--- config.mk ---
export PLATFORM = sky130hd
export DESIGN_NAME = cpu_run_dump_ctrl
export DESIGN_NICKNAME = d
export VERILOG_FILES = /design/src/rtl/cpu_dbg_pkg.sv /design/src/rtl/dump_out_slot.sv /design/src/rtl/cpu_run_dump_ctrl.sv
export SDC_FILE = /design/constraint.sdc
export NUM_CORES = 1
export LEC_CHECK = 0
export CAP_MARGIN = 20
export CORE_ASPECT_RATIO = 1.2
export CORE_MARGIN = 2
export CORE_UTILIZATION = 42
export DETAILED_ROUTE_END_ITERATION = 7
export PLACE_DENSITY = 0.78
export SETUP_SLACK_MARGIN = 0.1
export SYNTH_ARGS = -nofsm -noshare
export SYNTH_HDL_FRONTEND = slang
export SYNTH_SLANG_ARGS = --single-unit
--- constraint.sdc ---
create_clock -name clk -period 3.5 [get_ports clk]
set_clock_uncertainty 0.2 [all_clocks]
set_input_delay 0.875 -clock clk [delete_from_list [all_inputs] [get_ports clk]]
set_output_delay 0.875 -clock clk [all_outputs]
set_load 0.01 [all_outputs]
--- src/rtl/cpu_dbg_pkg.sv ---
// Shared types and constants for the MIPS run-and-dump debug controller.
package cpu_dbg_pkg;

    typedef enum logic [2:0] {
        ST_IDLE,
        ST_RUN,
        ST_DUMP_REG,
        ST_DUMP_MEM,
        ST_DONE
    } ctrl_state_t;

    localparam logic KIND_REG = 1'b0;
    localparam logic KIND_MEM = 1'b1;

    localparam int WORD_BYTES = 4;
    localparam int WORD_SHIFT = $clog2(WORD_BYTES);

    function automatic logic [31:0] word_to_byte_addr(input logic [31:0] word_idx);
        return word_idx << WORD_SHIFT;
    endfunction

endpackage

--- src/rtl/dump_out_slot.sv ---
// One-entry valid/ready output register: loads into a free slot, holds under
// backpressure, and empties when told there is nothing left to send.
module dump_out_slot
    import cpu_dbg_pkg::*;
#(
    parameter int DATA_W = 32,
    parameter int IDX_W  = 16
) (
    input  logic              clk,
    input  logic              rst_n,
    input  logic              load,
    input  logic              clear,
    input  logic              load_kind,
    input  logic [IDX_W-1:0]  load_index,
    input  logic [DATA_W-1:0] load_data,
    input  logic              out_ready,
    output logic              out_valid,
    output logic              out_kind,
    output logic [IDX_W-1:0]  out_index,
    output logic [DATA_W-1:0] out_data,
    output logic              slot_free
);

    assign slot_free = !out_valid || out_ready;

    // A held beat is never overwritten, even if load is raised while stalled.
    always_ff @(posedge clk or negedge rst_n) begin
        if (!rst_n) begin
            out_valid <= 1'b0;
            out_kind  <= KIND_REG;
            out_index <= '0;
            out_data  <= '0;
        end else if (slot_free) begin
            if (load) begin
                out_valid <= 1'b1;
                out_kind  <= load_kind;
                out_index <= load_index;
                out_data  <= load_data;
            end else if (clear) begin
                out_valid <= 1'b0;
            end
        end
    end

endmodule

--- src/rtl/cpu_run_dump_ctrl.sv ---
// Run-and-dump controller: steps the CPU for a bounded number of cycles or until
// halt, then streams the register file followed by data memory over valid/ready.
module cpu_run_dump_ctrl
    import cpu_dbg_pkg::*;
#(
    parameter int DATA_W     = 32,
    parameter int MAX_CYCLES = 32,
    parameter int CNT_W      = 16,
    parameter int REG_COUNT  = 32,
    parameter int MEM_WORDS  = 64,
    parameter int IDX_W      = 16
) (
    input  logic              clk,
    input  logic              rst_n,
    input  logic              start,
    input  logic              cpu_halt,
    output logic              cpu_en,
    output logic [4:0]        dbg_reg_a,
    input  logic [DATA_W-1:0] dbg_reg_rd,
    output logic [31:0]       dbg_mem_a,
    input  logic [DATA_W-1:0] dbg_mem_rd,
    output logic              out_valid,
    input  logic              out_ready,
    output logic              out_kind,
    output logic [IDX_W-1:0]  out_index,
    output logic [DATA_W-1:0] out_data,
    output logic              busy,
    output logic              done,
    output logic [CNT_W-1:0]  cycles_run
);

    localparam logic [CNT_W-1:0] LAST_CYCLE = CNT_W'(MAX_CYCLES - 1);
    localparam logic [IDX_W-1:0] LAST_REG   = IDX_W'(REG_COUNT - 1);
    localparam logic [IDX_W-1:0] LAST_MEM   = IDX_W'(MEM_WORDS - 1);
    localparam logic [IDX_W-1:0] MEM_END    = IDX_W'(MEM_WORDS);

    ctrl_state_t       state;
    ctrl_state_t       next_state;
    logic [IDX_W-1:0]  index;
    logic              slot_free;
    logic              slot_load;
    logic              slot_clear;
    logic              load_kind;
    logic [DATA_W-1:0] load_data;

    always_ff @(posedge clk or negedge rst_n) begin
        if (!rst_n) begin
            state <= ST_IDLE;
        end else begin
            state <= next_state;
        end
    end

    // The register-to-memory handoff happens in the cycle that loads the last
    // register, so the memory stream follows without a bubble.
    always_comb begin
        next_state = state;
        slot_load  = 1'b0;
        slot_clear = 1'b0;
        load_kind  = KIND_REG;
        load_data  = dbg_reg_rd;
        case (state)
            ST_IDLE, ST_DONE: begin
                if (start) begin
                    next_state = ST_RUN;
                end
            end
            ST_RUN: begin
                if (cpu_halt || (cycles_run == LAST_CYCLE)) begin
                    next_state = ST_DUMP_REG;
                end
            end
            ST_DUMP_REG: begin
                if (slot_free) begin
                    slot_load = 1'b1;
                    if (index == LAST_REG) begin
                        next_state = ST_DUMP_MEM;
                    end
                end
            end
            ST_DUMP_MEM: begin
                load_kind = KIND_MEM;
                load_data = dbg_mem_rd;
                if (slot_free) begin
                    if (index != MEM_END) begin
                        slot_load = 1'b1;
                    end else begin
                        slot_clear = 1'b1;
                    end
                end
                if (out_valid && out_ready && (out_kind == KIND_MEM) && (out_index == LAST_MEM)) begin
                    next_state = ST_DONE;
                end
            end
            default: begin
                next_state = ST_IDLE;
            end
        endcase
    end

    // cpu_en is registered from next_state so it is high in exactly the RUN cycles.
    always_ff @(posedge clk or negedge rst_n) begin
        if (!rst_n) begin
            cpu_en     <= 1'b0;
            cycles_run <= '0;
            index      <= '0;
        end else begin
            cpu_en <= (next_state == ST_RUN);
            case (state)
                ST_IDLE, ST_DONE: begin
                    if (start) begin
                        cycles_run <= '0;
                        index      <= '0;
                    end
                end
                ST_RUN: begin
                    cycles_run <= cycles_run + 1'b1;
                end
                ST_DUMP_REG: begin
                    if (slot_load) begin
                        index <= (index == LAST_REG) ? '0 : index + 1'b1;
                    end
                end
                ST_DUMP_MEM: begin
                    if (slot_load) begin
                        index <= index + 1'b1;
                    end
                end
                default: begin
                end
            endcase
        end
    end

    assign dbg_reg_a = index[4:0];
    assign dbg_mem_a = word_to_byte_addr(32'(index));

    assign busy = (state == ST_RUN) || (state == ST_DUMP_REG) || (state == ST_DUMP_MEM);
    assign done = (state == ST_DONE);

    dump_out_slot #(
        .DATA_W (DATA_W),
        .IDX_W  (IDX_W)
    ) u_slot (
        .clk        (clk),
        .rst_n      (rst_n),
        .load       (slot_load),
        .clear      (slot_clear),
        .load_kind  (load_kind),
        .load_index (index),
        .load_data  (load_data),
        .out_ready  (out_ready),
        .out_valid  (out_valid),
        .out_kind   (out_kind),
        .out_index  (out_index),
        .out_data   (out_data),
        .slot_free  (slot_free)
    );

endmodule

==> impl_results.md, run 1 <==
* Top sig layer: met4
* Clock period minus final worst setup slack at ~2.9 ns
* Share of layout cells above drive strength 1 at approximately 4.5%
* Vias at approximately 3800
* Length of routed wiring on met1 at 4530 um
* Hold Fails Final Rpt at 0
* Height of the chip at roughly 110 um
* Antenna violations before repair at 0
* Number of buffers added by the clock tree synthesis step at 9
* Post-synthesis sequential element count at 86
* Synthesis warning total at 0
* CP Data Required Time at roughly 3.5 ns
* Clock tree root buffer cell: clkbuf_16
* Total length of routed wires at roughly 12000 um
* Switching power at approximately 1200 uW
* Post-synthesis cell area at roughly 4300 um2
* Antenna diodes at 0
* Cells after Synth at between 400 and 500
* Count of boundary I/O pins at 175
* Unrepaired setup endpoints after global routing: no
* Leak Pwr at between 0.002 and 0.003 uW
* Die Span X at between 90 and 100 um
* Critical path class: reg -> reg
* Maximum root-to-sink buffer count at 2
* First-pass GRT wire length at ~18000 um
* Max-Cap Viols at 0
* Largest family of logic cells by synthesized area: simple AND/OR/NAND/NOR gates
* Cell types with the largest area share after synthesis: dfrtp_1 50%, mux2i_1 7.7%, nand2_1 5.3%, buf_4 3.7%, o21ai_1 3.6%
* Number of H-tree levels at 3
* Total Nets Final at between 600 and 700
* Remaining number of nets flagged by the antenna check after routing at 0
* Initial standard-cell utilization of the core at between 40 and 50%
* Clock network latency to the later pin of the worst-skew pair at roughly 0.33 ns
* Number of port buffers at 158
* Number of iterations in the first detailed-routing pass at 4
* Most used DFF post-synth: dfrtp_1
* Setup Viol. Count Final at 0
* DP Wirelength at about 8500 um
* VDD IR max at 0.000397 V
* Site row count at 40
* Comb pwr share at around 37%
* Routed via count divided by cell count at between 5 and 6
* Area used by multi-input combinational logic at around 1900 um2
* Compound-cell area share of the yosys netlist at roughly 13%
* Number of design-rule violations left by the first detailed-router iteration at about 180
* Final number of max-transition violations at 0
* Unique masters post-synth at 47
* Net switching fraction of the power at 32.4%
* Post-synthesis sequential area ratio at 50.2%
* Cell taking the most area after synthesis: dfrtp_1
* Post-synthesis async set-or-reset flop share at 100%
* GRT Util Overall at 21.2%
* Layout overhead on the synthesized area at 43.2%
* Remaining global-route overflow at 0
* DR WL met3 at a little over 900 um
* Vias in the first global route at roughly 3700
* Design internal power at 2560 uW
* Worst Hold Class: reg -> reg
* Quantity of hold-fixing buffers added after cts at 0
* Post-synthesis share of cell area spent on full adders, half adders and majority gates at less than 1%
* Finished Layout Cells at between 700 and 800
* Run status: finished clean
* Highest attainable clock frequency at 0.343 GHz
* Placed cell count at 689
* Worst Setup Start Kind: flop
* Simple-gate area share of the yosys netlist at 17.0%
* Std-Cell Core Area at 9960 um2
* Rel. slew slack at 32.3%
* Overall power after layout at around 3800 uW
* Worst-Margin Slew at slightly above 1 ns
* Ratio of final minimum period to clock period at 83.2%
* Share of power burned in the clock network at a little under a quarter
* Share of cell area taken by muxes after synthesis at ~11%
* Clock transition at path regs at 0.06 ns
* Pin count of the biggest net entering global routing at 87
* Total negative setup slack at 0 ns
* Sequential cell area at ~2200 um2
* Highest net fanout along the worst path at 37
* CTS tree: built
* Share of power burned in registers at a little under 40%
* Number of buffers added for setup after CTS at 0
* Layout fillers at 850
* Amount of wire on met2 after detailed routing at 5750 um
* Final RePlAce weighted congestion at slightly above 0.9
* Die Outline Area at about 11000 um2
* Post-synthesis average cell area at around 10 um2
* Area share of the largest cell type after synthesis at around half
* Remaining routing DRC violations at 0
* Avg WL per Cell at 16.3 um
* Power density of the placed cells at between 600 and 700 nW/um2
* Xor/xnor share of the synthesized area at 1.02%
* Kind of capture point of the worst setup path: flop
* Count of flip-flops with a built-in enable after synthesis at 0
* Worst Path Arrival at 2.92 ns
* Num Clock Sinks at 86
* CTS resizes at 0
[cells in the final DEF (no fill, tap or decap), drive strengths merged, types with 6 or more instances in the layout]
cell type,Yosys,routed
a21oi,12,12
buf,33,6
clkbuf,8,16
clkdlybuf4s50,0,157
conb,1,16
dfrtp,86,86
inv,7,7
mux2,12,12
mux2i,33,33
nand2,61,61
nand3,17,17
nand4,13,13
nor2,20,20
o211ai,10,10
o21ai,55,55
o31ai,7,7
or3,7,7
[synth_stat cells, types with 5 or more instances]
cell type  count
nand2_1       60
inv_1          7
a21oi_1       11
dfrtp_1       86
o211ai_1      10
o21ai_0       23
mux2_1        11
clkbuf_1       8
or3_1          7
mux2i_1       33
buf_4         21
o31ai_1        7
o21ai_1       31
buf_6          6
nand4_1       13
nor2_1        20
nand3_1       17
nor4_1         5
buf_2          6
[registers in the layout (all words and copies together), names as in the netlist]
signal,flops
u_slot.out_valid,1
u_slot.out_data,32
cycles_run,16
cpu_en,1
u_slot.out_kind,1
state,3
u_slot.out_index,16
index,16
[final cells by class]
type / instances / share of cell area [%]
Timing Repair Buffer: 163 / 26.7
Tap cell: 126 / 2.57
Clock buffer: 16 / 4.58
Sequential cell: 86 / 35.0
Multi-Input combinational cell: 308 / 30.7
Inverter: 7 / 0.428
[logic make-up (layout without fill, tap and decap cells)]
logic type	Yosys count	count (layout)
simple gates	146	146
buf+inv	48	186
compound gates	93	93
fa+ha+maj	3	3
xor+xnor	5	5
flops	86	86
other cells	1	16
mux	45	45
[per-layer routing]
metal | global-route usage, % | vias up
li1 | - | 1804
met1 | 26.5 | 1794
met2 | 35.5 | 143
met3 | 3.69 | 19
met4 | 9.71 | 0
met5 | 0 | -
[path summary, 6_finish.rpt]
| kind | start | to | slack (ns) | cells past startpoint |
|---|---|---|---|---|
| setup / recovery | index[11] | index[11] | 0.59 | 5 |
| hold / removal | u_slot.out_data[10] | u_slot.out_data[10] | 0.28 | 2 |
| setup reg to reg | index[11] | index[11] | 0.59 | 5 |
| hold reg to reg | u_slot.out_data[10] | u_slot.out_data[10] | 0.28 | 2 |
| max in group asynchronous | rst_n | u_slot.out_index[14] | 2.12 | 2 |
| min in group asynchronous | rst_n | cycles_run[7] | 0.33 | 1 |
[through the flow]
stage	util, %	worst slack [ns]	cell area [um2]	hold WS, ns
after floorplan	-	0.941	4340	0.311
after global placement	58.6	0.667	5840	0.264
after detailed placement	58.6	0.595	5840	0.270
after CTS	61.5	0.599	6120	0.283
after global routing	61.7	0.434	6140	0.307
final	61.7	0.588	6140	0.278
[worst max-delay path, cell delays in order, from the launching register on]
cell	delay, ns
dfrtp_1	0.45
or4_4	0.57
or4_1	0.70
nand2_4	0.41
nor2_1	0.15
a221o_1	0.31
[power groups by stage]
stage,clock [uW],sequential (uW),combinational [uW]
6_report,893,1480,1410
5_1_grt,972,1520,1530
4_1_cts,917,1480,1430
3_5_place_dp,0,1490,1420
3_3_place_gp,0,1470,1400
2_1_floorplan,0,1550,618
No activity file was read; power rests on OpenSTA's default activity.
==> run 2, diff against run 1 <==
==> constraint.sdc (replaced) <==
create_clock -name clk -period 2.9 [get_ports clk]
set_clock_uncertainty 0.2 [all_clocks]
set_input_delay 0.725 -clock clk [delete_from_list [all_inputs] [get_ports clk]]
set_output_delay 0.725 -clock clk [all_outputs]
set_load 0.01 [all_outputs]
==> impl_results.md, run 2 (same netlist as run 1, synthesis figures left out) <==
* Run status: finished clean
* Finished Layout Cells at 719 (+1.8%)
* Layout overhead on the synthesized area at 46.9%
* Highest net fanout along the worst path at 9 (-76%)
* VDD IR max at 0.000406 V (+2.4%)
* Total Nets Final at 662 (+2.3%)
* Unrepaired setup endpoints after global routing: no
* GRT Util Overall at 21.2% (about the same)
* Vias at 3866 (+2.8%)
* Ratio of final minimum period to clock period at around 93%
* Utilization after layout at 63.2% (+1.6 points)
* Max-Cap Viols at 0 (unchanged)
* Remaining routing DRC violations at 0 (unchanged)
* Leak Pwr at 0.00279 uW (+3.3%)
* Remaining number of nets flagged by the antenna check after routing at 0 (unchanged)
* Clock period minus final worst setup slack at 2.68 ns
* Hold Fails Final Rpt at 0 (unchanged)
* Most common cell after layout, fill and taps aside: clkdlybuf4s50_1
* First-pass GRT wire length at 18000 um (-0.38%)
* Worst Hold Class: in -> async
* Worst Setup Slack post-DPL at 0.113 ns (-0.482 ns)
* Maximum root-to-sink buffer count at 2 (unchanged)
* Num Clock Sinks at 86 (unchanged)
* Number of H-tree levels at 3 (unchanged)
* Die Span X at 96.2 um (unchanged)
* DP Wirelength at 8880 um (+4.7%)
* Commonest cells after routing, fill and taps aside: 157 x clkdlybuf4s50_1, 86 x dfrtp_1, 59 x nand2_1
* Quantity of hold-fixing buffers added after cts at 0 (unchanged)
* Routed via count divided by cell count at 5.38 (+0.96%)
* Number of port buffers at 158 (unchanged)
* Critical R2R Capture: index[11]
* Critical path class: reg -> out
* Register with the highest flop count: u_slot.out_data
* Setup Viol. Count Final at 0 (unchanged)
* Antenna violations before repair at 0 (unchanged)
* FF-to-FF setup slack at 0.35 ns (-0.24 ns)
* Total negative setup slack at 0 ns (unchanged)
* Final RePlAce weighted congestion at 0.864 (-7.5%)
* Number of iterations in the first detailed-routing pass at 4 (unchanged)
* Count of boundary I/O pins at 175 (unchanged)
* Reg2reg path depth at 7 (+2)
* Initial standard-cell utilization of the core at 43.1% (unchanged)
* Antenna diodes at 0 (unchanged)
* CP Data Required Time at 1.98 ns (-1.53 ns)
* Clock network latency to the later pin of the worst-skew pair at 0.33 ns (about the same)
* Critical R2R Launch: index[0]
* Avg WL per Cell at 16.1 um (-0.92%)
* Power density of the placed cells at 745 nW/um2 (+21%)
* Pin count of the biggest net entering global routing at 51 (-41%)
* Worst Slack Setup Final at 0.215 ns (-0.373 ns)
* Rel. slew slack at 61.9% (+30 points)
* Number of design-rule violations left by the first detailed-router iteration at 195 (+7.1%)
* Number of buffers added by the clock tree synthesis step at 9 (unchanged)
* Std-Cell Core Area at 9960 um2 (unchanged)
* Clock tree root buffer cell: clkbuf_16
* Worst Path Arrival at 1.76 ns (-1.16 ns)
* Remaining global-route overflow at 0 (unchanged)
* Clock transition at path regs at 0.06 ns (about the same)
* Total length of routed wires at 11600 um (+0.90%)
* Flip-flop count of the largest register after layout at 32 (unchanged)
* Placed cell count at 704 (+2.2%)
* Vias in the first global route at 3713 (+1.3%)
* Final number of max-transition violations at 0 (unchanged)
* Die Outline Area at 11000 um2 (unchanged)
* Worst-Margin Slew at 0.569 ns (-0.443 ns)
* Kind of capture point of the worst setup path: output port
* Share of layout cells above drive strength 1 at 7.25% (+2.8 points)
* CTS tree: built
* Site row count at 40 (unchanged)
* Height of the chip at 115 um (unchanged)
* Highest attainable clock frequency at 0.372 GHz
* Worst Setup Start Kind: flop
-- run 2: cell count changes in the layout (fill, tap and decap cells not counted), sizes merged --
cell / previous run / this run
buf: 6 / 21
clkbuf: 16 / 13
bufinv: 0 / 1
-- run 2: worst max-delay path by stage --
stage,startpoint,cells past startpoint,to
3_3_place_gp,index[13],5,index[11]
4_1_cts,index[0],7,index[11]
6_report,state[0],5,done
5_1_grt,state[0],5,done
3_5_place_dp,index[0],7,index[13]
2_1_floorplan,index[11],6,u_slot.out_index[2]
-- run 2: repair_timing --
| action | in CTS | in global routing |
|---|---|---|
| setup endpoints to repair | 2 | 49 |
| pin swaps | 0 | 1 |
| buffers inserted | 0 | 1 |
| resized for setup | 1 | 3 |
-- run 2: worst max-delay path, stage by stage, from the launching register on --
cell	delay, ns
dfrtp_1	0.40
buf_4	0.18
nor2_2	0.14
nand2_1	0.09
inv_1	0.08
clkdlybuf4s50_1	0.53
-- run 2: routing by layer --
layer | vias up | track usage (%) | part of all wire (%)
li1 | 1822 | - | -
met1 | 1863 | 25.8 | 39
met2 | 159 | 36.3 | 51
met3 | 22 | 4.54 | 8.4
met4 | 0 | 8.57 | 2.3
met5 | - | 0 | 0
-- run 2: per-stage QoR --
| step | area (um2) | power, uW | hold WS [ns] |
|---|---|---|---|
| 2_1_floorplan | 4340 | 2610 | 0.229 |
| 3_3_place_gp | 5970 | 3520 | 0.263 |
| 3_5_place_dp | 5970 | 3570 | 0.270 |
| 4_1_cts | 6260 | 4720 | 0.170 |
| 5_1_grt | 6300 | 4960 | 0.188 |
| 6_report | 6300 | 4690 | 0.151 |
-- run 2: final cells by class --
type	instances	area, um2
Fill cell	831	3660
Sequential cell	86	2150
Multi-Input combinational cell	308	1910
Timing Repair Buffer	178	1770
Clock buffer	13	260
Tap cell	126	158
Clock inverter	1	30.0
Inverter	7	26.3
-- run 2: power by group --
group          switching, uW  leakage (uW)  internal [uW]
clock network            431      0.000142            705
logic                    825       0.00154            989
registers                250       0.00110           1490
